[src/rtl/priority_enc_4bit.sv]
// 4-to-2 priority encoder with registered index and valid outputs.
// Bit 3 of D has the highest priority; Y is meaningful only when valid is high.
module priority_enc_4bit (
   input  logic       clk,
   input  logic       rst,
   input  logic [3:0] D,
   output logic [1:0] Y,
   output logic       valid
);

   logic [1:0] w_yNext;
   logic       w_validNext;
   logic [1:0] r_y;
   logic       r_valid;

   // An all-zero D encodes to 00 with valid low, so Y=00 alone is ambiguous.
   always_comb begin
      w_yNext     = 2'b00;
      w_validNext = |D;
      casez (D)
         4'b1???: w_yNext = 2'b11;
         4'b01??: w_yNext = 2'b10;
         4'b001?: w_yNext = 2'b01;
         default: w_yNext = 2'b00;
      endcase
   end

   always_ff @(posedge clk or posedge rst) begin
      if (rst) begin
         r_y     <= 2'b00;
         r_valid <= 1'b0;
      end else begin
         r_y     <= w_yNext;
         r_valid <= w_validNext;
      end
   end

   assign Y     = r_y;
   assign valid = r_valid;

endmodule

[config.mk]
export PLATFORM = sky130hd
export DESIGN_NAME = priority_enc_4bit
export DESIGN_NICKNAME = d
export VERILOG_FILES = /design/src/rtl/priority_enc_4bit.sv
export SDC_FILE = /design/constraint.sdc
export NUM_CORES = 1
export LEC_CHECK = 0
export CAP_MARGIN = 10
export CORE_AREA = 4 4 41 43
export DETAILED_ROUTE_END_ITERATION = 8
export DIE_AREA = 0 0 45 47
export SETUP_SLACK_MARGIN = 0.05
export SLEW_MARGIN = 20
export SYNTH_ARGS = -nofsm -noshare
export SYNTH_HDL_FRONTEND = slang
export SYNTH_SLANG_ARGS = --single-unit
[constraint.sdc]
create_clock -name clk -period 0.8 [get_ports clk]
set_input_delay 0.16 -clock clk [delete_from_list [all_inputs] [get_ports clk]]
set_output_delay 0.16 -clock clk [all_outputs]
set_load 0.005 [all_outputs]
* Yosys cells after proc, flatten, opt, wreduce, memory -nomap -nowiden
Cells that the tools add are included.
** Word-level totals
- Register bits after elaboration :: 3
- Input port bits :: 6
- Output and inout port bits :: 3
- Word-level logic and storage cells :: 6
** Operators by class
- Equal/unequal tests :: 2
- Multiplexer cells :: 1
- Reductions and logical operators :: 1
** Operator list (number)
- 2-bit case mux with 3 select lines :: 1
- 4-bit OR reduction :: 1
- 3-bit by 1-bit == test with 1-bit output (second input constant) :: 1
- 2-bit by 1-bit == test with 1-bit output (second input constant) :: 1

* Logic depth before layout (Yosys ltp)
- Word-level depth :: 2
- Depth in mapped cells :: 2
- Depth with buffers taken out :: 2

* Worst setup path before layout
OpenSTA, ideal clock, no wires.
- Path kind :: input to register
- From :: in D[3]
- To :: reg r_valid (netlist: valid)
- Arrival :: 662 ps
- Data required time :: 668 ps
- Setup slack :: 6 ps
- Stages on the path :: 2
- Buffers on the path :: 0
- Path through :: or2_1 or3_1
** Between the ends
- Longest elaborated chain between the ends :: 1
** Ends and longest elaborated chain
- start, declared :: line 6 : input logic [3:0] D,
- 4-bit OR reduction :: line 19 : w_validNext = |D;
- named net w_validNext :: line 12 : logic w_validNext;
- end signal, assigned :: line 34 : r_valid <= w_validNext;
- end, declared :: line 14 : logic r_valid;
The timed path passes the listed nets, and every way through them passes these cells.

* Final worst setup path
- From :: reg r_y[0] (netlist: Y[0])
- To :: out Y[0]
** RTL lines
- start, declared :: line 13 : logic [1:0] r_y;
- start signal, assigned :: line 33 : r_y <= w_yNext;
- end, declared :: line 7 : output logic [1:0] Y,
No word-level cell between the ends.

==> results.yml <==
status:
  run_status: "finished, violations left"
  violations: "negative setup slack"
final_layout:
  finish.utilization_pct: 16.3
  layout_common_cells: "buf_2 (5), dfrtp_1 (3), clkbuf_4 (3), inv_1 (2)"
  final_common_cell: "buf_2"
  antenna_cells: 0
  drive_above_1_share_pct: 42.9
  regArea_um2: 75.1
  multiInputGateArea_um2: 20.0
  areaGrowthSynthToFinish_pct: 106
  n_fill_cell: 163
  layout.nets: 28
detailed_routing:
  drc_errors: 0
  dr.pass1.iters: 2
  wl_met3_um: 70
  routedWlPerCell_um: 7.22
  routed_via_density: 2.47
  met2RoutedLength_um: 75
  wl_met1_um: 115
  routed.top_layer: "met3"
  first_iter_violations: 1
  drt_wl_total_um: 260
  ant_nets: 0
  vias: 89
synth:
  postSynthAreaPerCell_um2: 12.8
  synth-seq-cells: 3
  synthesis.area_um2: 103
  yosys_warnings: 0
  syn-num-nets: 14
  synth_cells: 8
  ys_types: 5
  yosysSeqAreaShare_pct: 73.2
sta:
  min_period_ns: 0.865
  fin_crit_sh_pct: 108
  rsz0062_at_grt: "true"
  hold_viol_final: 0
  fin_tns_setup_ns: -0.174
  worst_slew_pin_slew_ns: 0.106
  drv_slew: 0
  setup_viol: 3
  slew_headroom_pct: 92.9
  fin_ws_ns: -0.0648
  fmax_mhz: 1160
placement:
  portBuffers: 8
  pre_cts_slack_ns: -0.448
  dp_hpwl_um: 185
  finalWeightedCongestion: 0.627
die:
  die_area_mm2: 0.00212
  die_w_um: 45
  start_util_pct: 7.88
  io_pins: 9
  die_h_um: 47
  core-area_mm2: 0.00130
  rows: 13
cts:
  cts_num_sinks: 3
  htreeDepth: 1
  cts-buffers-inserted: 3
  cts_buffer_depth: 2
  root_buffer: "clkbuf_4"
  path_clk_slew_ns: 0.04
  cts_tree: "built"
critical_path:
  cp-start-kind: "flop"
  critPathMaxStageDelay_ns: 0.35
  crit_buf_inv: 1
  path_max_fanout: 1
  startpoint: "Y[0]"
  critPathKind: "flop to primary output"
  worst_setup_path_end_kind: "primary output"
  arrival_ns: 0.70
  path_cells: "buf_2"
  crit_required_ns: 0.64
  critPathSlowestCell: "dfrtp_1"
  crit_family: "flip-flops"
flow_run:
  maxCapViolations: 0
power:
  powerDensity_mw_per_mm2: 2180
  max-vdd-ir-drop_v: 0.000351
  p_leak_nw: 0.108
global_routing:
  grt_overflow: 0
  grt_pass1_vias: 109
  grt_pass1_wl_um: 420
  antenna_found_initial: 0
  grtUsageTotal_pct: 3.49
  grt_max_degree: 4
worst_hold_path:
  hold_class: "input port to async pin"
[Yosys cell counts]
master / count / area [um^2]
inv_1: 2 / 7.51
or2_1: 1 / 6.26
a21o_1: 1 / 7.51
dfrtp_1: 3 / 75.1
or3_1: 1 / 6.26
[registers in the layout, indices dropped and copies added, names as in the netlist]
name / cells
valid: 1
Y: 2
[stage by stage]
stage | instance area [um^2] | cells | power, mW | hold slack, ns
global placement | 201 | 31 | 0.214 | 0.337
finish | 211 | 36 | 0.462 | 0.102
CTS | 209 | 36 | 0.477 | 0.0972
global route | 211 | 36 | 0.497 | 0.117
floorplan | 103 | 8 | 0.173 | -0.0864
detailed placement | 201 | 31 | 0.214 | 0.338
[power breakdown]
group          switching (mW)  leakage (nW)  total [mW]  internal (mW)
Combinational          0.0139        0.0630      0.0392         0.0253
Sequential            0.00172        0.0304       0.161          0.160
Clock                  0.0746        0.0150       0.261          0.187
[final cells by class]
class	instances	area share [%]
clock buffer	4	12.4
inverter	2	3.55
multi-input combinational	3	9.47
sequential	3	35.5
tap	15	8.88
timing repair buffer	9	30.2
[timing repair]
| item | in CTS | in global routing |
|---|---|---|
| buffers inserted | 1 | 0 |
| setup endpoints to repair | 4 | 4 |
| pin swaps | 2 | 1 |
| resized for setup | 20 | 1 |
| hold buffers | 0 | 0 |
[kinds of logic after synthesis]
family	share of synthesized area [%]
DFF	73.2
AOI/OAI and AO/OA	7.32
buffers and inverters	7.32
and+or+nand+nor	12.2
[how the worst max path moves through the flow]
stage                 end  slack (ns)  cells after the start
CTS                  Y[0]       -0.07                      1
detailed placement  valid       -0.45                      3
finish               Y[0]       -0.06                      1
floorplan           valid       0.006                      2
global placement    valid       -0.45                      3
global route        valid        -0.1                      1
[per-layer routing]
metal	GRT usage, %	vias up
met1	3.90	31
met4	5.26	0
li1	-	49
met5	0	-
met2	1.98	9
met3	4.21	0
Note: power is estimated with default switching activity, not from simulation.
